**src/rtl/enemy_action_scheduler.sv**
```systemverilog
// Round-robin arbiter that grants one enemy at a time an attack or shield window,
// timed in frame ticks, with an optional post-attack cooldown and a game-over halt.
module enemy_action_scheduler #(
  parameter int N_ENEMY         = 4,
  parameter int ATTACK_FRAMES   = 30,
  parameter int SHIELD_FRAMES   = 20,
  parameter int COOLDOWN_FRAMES = 15
) (
  input  logic       Clk,
  input  logic       Reset,
  input  logic       frame_clk,
  input  logic       game_over,
  input  logic [3:0] dead,
  input  logic [3:0] atk_req,
  input  logic [3:0] shd_req,
  output logic [3:0] enemy_attack,
  output logic [3:0] enemy_shield,
  output logic       all_dead,
  output logic [1:0] active_id,
  output logic       busy
);

  typedef enum logic [2:0] {IDLE, ATTACK, SHIELD, COOLDOWN, HALT} state_t;

  state_t     state, state_next;
  logic [1:0] ptr, ptr_next;
  logic [7:0] cnt, cnt_next;
  logic [1:0] active_id_next;
  logic [3:0] attack_next, shield_next;
  logic       busy_next;
  logic       frame_clk_d;
  logic       tick;
  logic       found;
  logic [1:0] sel;

  assign tick = frame_clk & ~frame_clk_d;

  always_ff @(posedge Clk) begin
    if (Reset) begin
      state        <= IDLE;
      ptr          <= 2'd0;
      cnt          <= 8'd0;
      frame_clk_d  <= 1'b0;
      enemy_attack <= 4'd0;
      enemy_shield <= 4'd0;
      all_dead     <= 1'b0;
      active_id    <= 2'd0;
      busy         <= 1'b0;
    end else begin
      state        <= state_next;
      ptr          <= ptr_next;
      cnt          <= cnt_next;
      frame_clk_d  <= frame_clk;
      enemy_attack <= attack_next;
      enemy_shield <= shield_next;
      all_dead     <= &dead;
      active_id    <= active_id_next;
      busy         <= busy_next;
    end
  end

  // First live requester at or after the round-robin pointer.
  always_comb begin
    logic [1:0] idx;
    found = 1'b0;
    sel   = 2'd0;
    idx   = 2'd0;
    for (int k = 0; k < 4; k++) begin
      idx = ptr + 2'(k);
      if (!found && !dead[idx] && (atk_req[idx] | shd_req[idx])) begin
        found = 1'b1;
        sel   = idx;
      end
    end
  end

  always_comb begin
    state_next     = state;
    ptr_next       = ptr;
    cnt_next       = cnt;
    active_id_next = active_id;
    if (game_over && state != HALT) begin
      state_next = HALT;
    end else begin
      case (state)
        IDLE: begin
          if (found) begin
            active_id_next = sel;
            ptr_next       = sel + 2'd1;
            if (atk_req[sel]) begin
              state_next = ATTACK;
              cnt_next   = 8'(ATTACK_FRAMES);
            end else begin
              state_next = SHIELD;
              cnt_next   = 8'(SHIELD_FRAMES);
            end
          end
        end
        ATTACK, SHIELD: begin
          // A death of the active enemy aborts straight to IDLE, even on a tick.
          if (dead[active_id]) begin
            state_next = IDLE;
          end else if (tick) begin
            if (cnt <= 8'd1) begin
              if (state == ATTACK && COOLDOWN_FRAMES != 0) begin
                state_next = COOLDOWN;
                cnt_next   = 8'(COOLDOWN_FRAMES);
              end else begin
                state_next = IDLE;
              end
            end else begin
              cnt_next = cnt - 8'd1;
            end
          end
        end
        COOLDOWN: begin
          if (tick) begin
            if (cnt <= 8'd1) state_next = IDLE;
            else             cnt_next   = cnt - 8'd1;
          end
        end
        HALT:    state_next = HALT;
        default: state_next = IDLE;
      endcase
    end
  end

  always_comb begin
    attack_next = 4'd0;
    shield_next = 4'd0;
    busy_next   = 1'b0;
    case (state_next)
      ATTACK: begin
        attack_next = 4'b0001 << active_id_next;
        busy_next   = 1'b1;
      end
      SHIELD: begin
        shield_next = 4'b0001 << active_id_next;
        busy_next   = 1'b1;
      end
      COOLDOWN: busy_next = 1'b1;
      default:  busy_next = 1'b0;
    endcase
  end

endmodule

```
**config.mk**
```make
export PLATFORM = sky130hd
export DESIGN_NAME = enemy_action_scheduler
export DESIGN_NICKNAME = d
export VERILOG_FILES = /design/src/rtl/enemy_action_scheduler.sv
export SDC_FILE = /design/constraint.sdc
export NUM_CORES = 1
export LEC_CHECK = 0
export CELL_PAD_IN_SITES_DETAIL_PLACEMENT = 2
export CELL_PAD_IN_SITES_GLOBAL_PLACEMENT = 2
export CORE_MARGIN = 2
export CORE_UTILIZATION = 33
export DETAILED_ROUTE_END_ITERATION = 10
export HOLD_SLACK_MARGIN = 0.08
export PLACE_DENSITY_LB_ADDON = 0.1
export REMOVE_ABC_BUFFERS = 1
export SLEW_MARGIN = 20
export SYNTH_ARGS = -nofsm -noshare
export SYNTH_HDL_FRONTEND = slang
export SYNTH_SLANG_ARGS = --single-unit
export TNS_END_PERCENT = 1
```
**constraint.sdc**
```tcl
create_clock -name Clk -period 4.2 [get_ports Clk]
set_input_delay 0.42 -clock Clk [delete_from_list [all_inputs] [get_ports Clk]]
set_output_delay 0.42 -clock Clk [all_outputs]
set_load 0.02 [all_outputs]
```
# After elaboration in Yosys (flattened, before gate mapping)
# Index checks and enable logic that the tools add are counted.
dict set report totals {
  ff_bits 26
  input_bits 16
  out_inout_bits 12
  word_cells 128
}
dict set report classes {
  n_addsub 5
  magnitude_cmp 7
  eq_ne 14
  n_shift 1
  mux 59
  bitwise 9
  reduce_logical 24
}
# operator n
set op_table {}
lappend op_table {{$mux 8} 7}
lappend op_table {{$bmux 1 s2} 14}
lappend op_table {{$pmux 8 s3} 1}
lappend op_table {{$mux 3} 7}
lappend op_table {{$mux 1} 19}
lappend op_table {{$lt 2x3->1 const B} 6}
lappend op_table {{$mux 2} 9}
lappend op_table {{$eq 3x2->1 const B} 4}
lappend op_table {{$pmux 3 s4} 1}
lappend op_table {{$ne 2x2->1 const B} 5}
lappend op_table {{$le 8x1->1 const B} 1}
lappend op_table {{$logic_and 1x1->1} 8}
lappend op_table {{$reduce_and 8->1} 1}
lappend op_table {{$sub 8x1->8 const B} 1}
lappend op_table {{$logic_not 1->1} 7}
lappend op_table {{$eq 3x1->1 const B} 2}
lappend op_table {{$ne 3x3->1 const B} 2}
lappend op_table {{$reduce_or 2->1} 3}
lappend op_table {{$add 2x1->2 const B} 2}
lappend op_table {{$add 2x2->2 const B} 2}
lappend op_table {{$mux 4} 1}
lappend op_table {{$not 1->1} 4}
lappend op_table {{$or 1x1->1} 4}
lappend op_table {{$reduce_and 4->1} 1}
lappend op_table {{7 further kinds} 7}

# Longest topological paths before layout
# Gate-level depths: netlist of the first run.
dict set report depth {
  depth_word 26
  ltp_mapped 9
  mapped_depth_nobuf 8
}

# Worst setup path after synthesis of the first run
# No wires, ideal clock.
dict set report synth_timing {
  kind {register -> register}
  startpoint {register cnt[0]}
  endpoint {register cnt[6]}
  t_arrival_ps 2225
  path_slack_ps 1905
  stages_incl_launch_ff 9
  synth_period_minus_slack_ps 2295
  path_cell_list {dfxtp_1 inv_1 ha_1 or2_1 and3_1 a311oi_1 o221ai_2 or4_1 a21oi_1}
}
dict set report synth_between {
  elab_chain_len 5
}
# item line_no
set synth_lines {}
lappend synth_lines {{start: declaration} 27} ;# logic [7:0] cnt, cnt_next;
lappend synth_lines {{start signal: assignment} 52} ;# cnt <= cnt_next;
lappend synth_lines {{$sub 8x1->8 or $le 8x1->1 (tied branches)} -}
lappend synth_lines {{$mux 8} 104} ;# if (cnt <= 8'd1) begin
lappend synth_lines {{$mux 8} 103} ;# end else if (tick) begin
lappend synth_lines {{$mux 8} 101} ;# if (dead[active_id]) begin
lappend synth_lines {{$pmux 8 s3} 85} ;# case (state)
# Parallel ways exist; a longest one is shown, timed or not. The select of a mux whose other input is x is not followed.
# A chain may end at the register's enable or synchronous reset.

# Worst setup path after layout of the first run
# Ends and elaborated chain as after synthesis.

==> summary.txt, run 1 <==
Outcome
  • Status: finished, final reports clean

STA
  • Final Hold Fails: 0
  • Worst-Margin Slew: 0.7573 ns
  • RSZ-0062 raised after global routing: no
  • Setup TNS: 0 ns
  • Final period utilization: 0.6875
  • Max_slew headroom: 0.4935
  • Clock Skews: 0.006730 ns
  • Max Freq: 346.3 MHz
  • Crit path time final: 2.888 ns
  • Final Setup Violations: 0
  • Fin. max-slew vios: 0

Clock tree
  • CTS Sinks: 26
  • Number of gates resized after CTS: 0
  • Longest Clk Path Bufs: 2
  • Clock latency on the worst-skew pair: 0.28 ns
  • Cts hold-fix bufs: 0
  • Number of buffers added for setup after CTS: 0
  • CTS tree: built
  • Clock-pin slew on the worst setup and hold paths: 0.10 ns
  • H-tree lvl count: 1
  • Root Buffer: clkbuf_8
  • CTS Buf Count: 3

Cells and area
  • Core Util, Final: 0.4169
  • Ant. Diodes: 0
  • Commonest non-fill, non-tap cell in the layout: clkdlybuf4s50_1
  • Commonest cells after routing, fill and taps aside: 27 x clkdlybuf4s50_1, 26 x dfxtp_1, 19 x nor2_1, 18 x a21oi_1, 15 x nand2_1
  • Share of layout cells above drive strength 1: 0.1148
  • Layout area overhead: 23.84%
  • Nets: 228

Hold path
  • Hold Path Class: flip-flop to flip-flop
  • Hold path start: cnt[7]

Floorplan
  • Row count: 25
  • Full die area: 5322 µm²
  • Core region area: 4661 µm²
  • Starting density of the core: 0.3366
  • Height of the die: 72.96 µm
  • Die width: 72.96 µm
  • Ports: 28

Synthesis
  • Flops & latches, synth: 26
  • Synth Flop Type: dfxtp_1
  • Top-area cell type share of the netlist area: 0.3317
  • Syn. warnings: 0
  • Synth unique cells: 57
  • Synth async-reset ratio: 0
  • Mux contribution to synthesized area: 0.04226
  • Syn Std Cell Area: 1569 µm²
  • Post-Synth XOR/XNOR Area: 0.01116
  • EDFF count, synth: 0
  • Post-synthesis adder-cell area fraction: 0.01595
  • Post-synthesis instance total: 183
  • Synth area leaders: dfxtp_1 33%, a21oi_1 5.7%, nor2_1 4.5%, nand2_1 3.6%, o21ai_0 2.6%
  • Post-Syn Area per Cell: 8.574 µm²
  • Largest family of logic cells by synthesized area: compound AO/OA/AOI/OAI gates
  • Synth area leader: dfxtp_1
  • Register area share after synthesis: 0.3317
  • Synth Area in Compound Gates: 0.2823
  • Simple-gate share of the synthesized area: 0.2751

Critical path
  • Arrival time at the worst endpoint: 3.09 ns
  • Crit path required time: 4.40 ns
  • Critical path launch point type: flip-flop
  • Setup crit start: cnt[0]
  • Critical path class: flip-flop to flip-flop
  • Critical Path Fanout Max: 13
  • Crit. End Element: flip-flop
  • Reg2reg start: cnt[0]

GRT
  • Vias in the first global route: 1719
  • Total GRT Usage: 0.2116
  • Initial antenna violation count: 0
  • Largest net degree at the start of global routing: 18
  • First-pass GRT wire length: 8.714 mm
  • Final global-route overflow total: 0

Routing
  • Vias per Instance: 5.696
  • DRT antenna net count: 0
  • Vias: 1498
  • Drt total wl: 5.011 mm
  • Drt wl/cell: 19.05 µm
  • Detailed Routing Iterations Pass 1: 4
  • Post-route DRC: 0
  • Drt initial violations: 49

Pwr
  • Leak pwr: 0.6899 nW
  • Pwr Density: 387.8 nW/µm²
  • Max VDD drop: 0.0001277 V

Run
  • Maxcap violations: 0

Placement
  • Port Buffer Count: 27
  • GP Congestion: 0.8125
  • Final HPWL DP: 3.905 mm
==> registers in the layout, summed over array words and instances, names as in the netlist <==
name / count
active_id: 2
all_dead: 1
busy: 1
ptr: 2
enemy_shield: 4
enemy_attack: 4
cnt: 8
state: 3
frame_clk_d: 1
==> final timing paths <==
check / endpoint / slack [ns] / depth (start not counted)
setup / recovery: cnt[6] / 1.31 / 8
hold / removal: cnt[7] / 0.51 / 2
setup reg to reg: cnt[6] / 1.31 / 8
hold reg to reg: cnt[7] / 0.51 / 2
==> where the power goes <==
| part | internal (mW) | switching (mW) | leakage [nW] |
|---|---|---|---|
| registers | 0.264 | 0.0261 | 0.212 |
| clock network | 0.128 | 0.0866 | 0.0357 |
| logic | 0.105 | 0.144 | 0.442 |
| total | 0.497 | 0.257 | 0.690 |
==> cells in the mapped netlist, drive strengths merged (3+ instances only) <==
cell	count
nor3	5
o21bai	4
inv	8
nor2	19
buf	3
nand4	3
nand3	5
o21ai	9
and3	4
or2	5
nor2b	5
nand2	15
a21oi	19
dfxtp	26
or3	3
mux2i	4
nand3b	4
a211oi	3
==> critical path: stages, from the launching register on <==
cell and delay [ns]:
dfxtp_1 0.50, inv_1 0.09, ha_1 0.29, or2_1 0.27
and3_1 0.19, a311oi_1 0.43, o221ai_2 0.32, or4_1 0.57
a21oi_1 0.15
==> area by class of cell <==
cell class	count	area, µm²
Multi-Input combinational cell	144	983.4
Inverter	8	30.03
Sequential cell	26	520.5
Clock buffer	3	41.29
Fill cell	533	2718
Timing Repair Buffer	27	270.3
Clock inverter	1	30.03
Tap cell	54	67.56
==> per-stage QoR <==
| stage | hold WS [ns] | setup WS [ns] | std cells | power [mW] | instance area, µm² |
|---|---|---|---|---|---|
| finish | 0.5103 | 1.312 | 263 | 0.7535 | 1943 |
| detailed placement | 0.4978 | 1.196 | 259 | 0.5436 | 1872 |
| CTS | 0.5138 | 1.282 | 263 | 0.7621 | 1943 |
| global route | 0.5718 | 0.9732 | 263 | 0.8056 | 1943 |
| floorplan | 0.4514 | 1.797 | 178 | 0.4569 | 1534 |
| global placement | 0.4692 | 1.372 | 259 | 0.5276 | 1872 |
==> metal layers <==
layer  vias up  track usage  routed length [µm]  part of all wire
met3         4      0.02762                  77             0.015
met2        12       0.3929                2693              0.54
met1       753       0.2579                2201              0.44
met4         0      0.04733                  39            0.0078
li1        729            -                   -                 -
met5         -            0                   0                 0
==> logic make-up (layout without fill, tap and decap cells) <==
kind of cell / count (synthesis) / in the layout
simple gates: 78 / 78
compound gates: 57 / 57
flops: 26 / 26
buf+inv: 13 / 39
mux: 5 / 5
fa+ha+maj: 2 / 2
xor+xnor: 2 / 2
Power figures use the tool's default switching activity.
==> run 2: changes to the inputs <==
Settings changed: CORE_UTILIZATION 33 to 28.
Clock period 4.2 ns to 2.3 ns, I/O delays scaled along.
==> summary.txt, run 2 (same netlist as run 1, synthesis figures left out) <==
Critical path
  • Critical path buffers and inverters: 2
  • Slowest cell on crit path: or4b_4
  • Max stage delay on crit path: 0.57 ns
  • Worst R2R Path Depth: 9
  • Critical path launch point type: flip-flop
  • Worst r2r dst: cnt[7]
  • Crit path required time: 2.53 ns
  • Crit. End Element: flip-flop
  • Reg2reg start: cnt[1]
  • Critical Path Fanout Max: 7
  • CP delay by family, top: simple AND/OR/NAND/NOR gates
  • Arrival time at the worst endpoint: 2.55 ns
  • Critical path class: flip-flop to flip-flop
  • CP cell instances: inv_2 -> ha_1 -> or2_1 -> and3_4 -> a311oi_2 -> buf_4 -> o221ai_4 -> or4b_4 -> a21oi_2
  • Reg-to-reg setup timing slack: -0.02 ns

Floorplan
  • Row count: 27
  • Die width: 78.86 µm
  • Starting density of the core: 0.2867
  • Core region area: 5473 µm²
  • Height of the die: 78.86 µm
  • Full die area: 6218 µm²
  • Ports: 28

Placement
  • Port Buffer Count: 27
  • Final HPWL DP: 4.524 mm
  • GP Congestion: 0.8731
  • Placed cell area: 2150 µm²

Pwr
  • Total power: 1.553 mW
  • Leak pwr: 0.8744 nW
  • Pwr Density: 668.3 nW/µm²
  • Max VDD drop: 0.0003714 V

Hold path
  • Hold-critical path endpoint: frame_clk_d
  • Hold path start: frame_clk
  • Hold Path Depth: 2
  • Hold Path Class: input port to flip-flop

Routing
  • Drt wl/cell: 18.01 µm
  • Vias per Instance: 5.107
  • Detailed Routing Iterations Pass 1: 4
  • Met2 wire length: 3.013 mm
  • Drt total wl: 5.708 mm
  • Drt initial violations: 73
  • DRT antenna net count: 0
  • Post-route DRC: 0
  • DR top layer: met4
  • Vias: 1619
  • DR WL met3: 150 µm
  • M1 WL: 2.515 mm

Clock tree
  • CTS Buf Count: 3
  • CTS tree: built
  • CTS Sinks: 26
  • Clock latency on the worst-skew pair: 0.29 ns
  • Root Buffer: clkbuf_8
  • H-tree lvl count: 1
  • Cts hold-fix bufs: 0
  • Clock-pin slew on the worst setup and hold paths: 0.10 ns
  • Longest Clk Path Bufs: 2

GRT
  • First-pass GRT wire length: 9.335 mm
  • Vias in the first global route: 1835
  • Final global-route overflow total: 0
  • Total GRT Usage: 0.1906
  • Initial antenna violation count: 0
  • Largest net degree at the start of global routing: 16

STA
  • Setup ws final: -0.02123 ns
  • Crit path time final: 2.321 ns
  • Final Setup Violations: 1
  • Max Freq: 430.8 MHz
  • Clock Skews: 0.003421 ns
  • Max_slew headroom: 0.6649
  • Final Hold Fails: 0
  • Final period utilization: 1.009
  • Fin. max-slew vios: 0
  • RSZ-0062 raised after global routing: yes
  • Worst-Margin Slew: 0.4928 ns

Cells and area
  • Final instance area: 2323 µm²
  • Largest regs: cnt x8, enemy_attack x4, enemy_shield x4
  • Max reg flops: 8
  • Nets: 264
  • Layout area overhead: 48.09%
  • Most flop-heavy register: cnt
  • Commonest non-fill, non-tap cell in the layout: buf_4
  • Share of layout cells above drive strength 1: 0.2980
  • Ant. Diodes: 0
  • Fillers: 623
  • Commonest cells after routing, fill and taps aside: 35 x buf_4, 27 x clkdlybuf4s50_1, 23 x dfxtp_1, 19 x nor2_1, 17 x a21oi_1

Outcome
  • Status: complete, but fails checks
  • Violated checks: negative setup slack

Run
  • Maxcap violations: 0
[run 2: cell count changes in the layout (fill, tap and decap cells not counted), sizes merged]
| cell | before | now |
|---|---|---|
| buf | 0 | 36 |
[run 2: repair_timing]
item / 4_1_cts / 5_1_grt
pin swaps: 3 / 8
buffers inserted: 1 / 1
resized for setup: 5 / 14
endpoints found under the setup margin: 6 / 11
[run 2: cell type report]
| type | count | area, µm² | area share |
|---|---|---|---|
| clock buffers | 3 | 41.29 | 0.01777 |
| clock inverters | 1 | 30.03 | 0.01292 |
| inverters | 8 | 30.03 | 0.01292 |
| multi-input cells | 144 | 1064 | 0.4577 |
| flip-flops and latches | 26 | 524.3 | 0.2256 |
| well taps | 72 | 90.09 | 0.03877 |
| repair buffers | 63 | 544.3 | 0.2342 |
[run 2: power breakdown]
| part | switching (mW) | internal [mW] |
|---|---|---|
| Sequential | 0.0344 | 0.484 |
| Combinational | 0.326 | 0.302 |
| Clock | 0.173 | 0.234 |
| Total | 0.534 | 1.02 |
[run 2: how the worst max path moves through the flow]
stage / slack (ns) / startpoint / depth (start not counted) / to
6_report: -0.02 / cnt[1] / 9 / cnt[7]
4_1_cts: -0.006 / cnt[0] / 9 / cnt[6]
5_1_grt: -0.14 / cnt[1] / 9 / cnt[7]
3_5_place_dp: -0.33 / atk_req[2] / 7 / cnt[3]
2_1_floorplan: -0.10 / cnt[0] / 8 / cnt[6]
3_3_place_gp: -0.23 / atk_req[2] / 7 / cnt[3]
[run 2: per-layer routing]
metal  track usage  up-vias
met5             0        -
met4       0.02586        0
met3       0.03182        4
met2        0.3658       14
met1        0.2266      805
li1              -      796
[run 2: through the flow]
step / setup slack (ns) / cells / hold WS, ns / util / TNS [ns]
after floorplan: -0.1025 / 178 / 0.2991 / - / -0.2044
after global placement: -0.2330 / 311 / 0.4873 / 0.3928 / -1.703
after detailed placement: -0.3281 / 311 / 0.5169 / 0.3928 / -3.163
after CTS: -0.005737 / 316 / 0.5251 / 0.4118 / -0.005737
after global routing: -0.1370 / 317 / 0.5243 / 0.4246 / -0.4941
final: -0.02123 / 317 / 0.5226 / 0.4246 / -0.02123
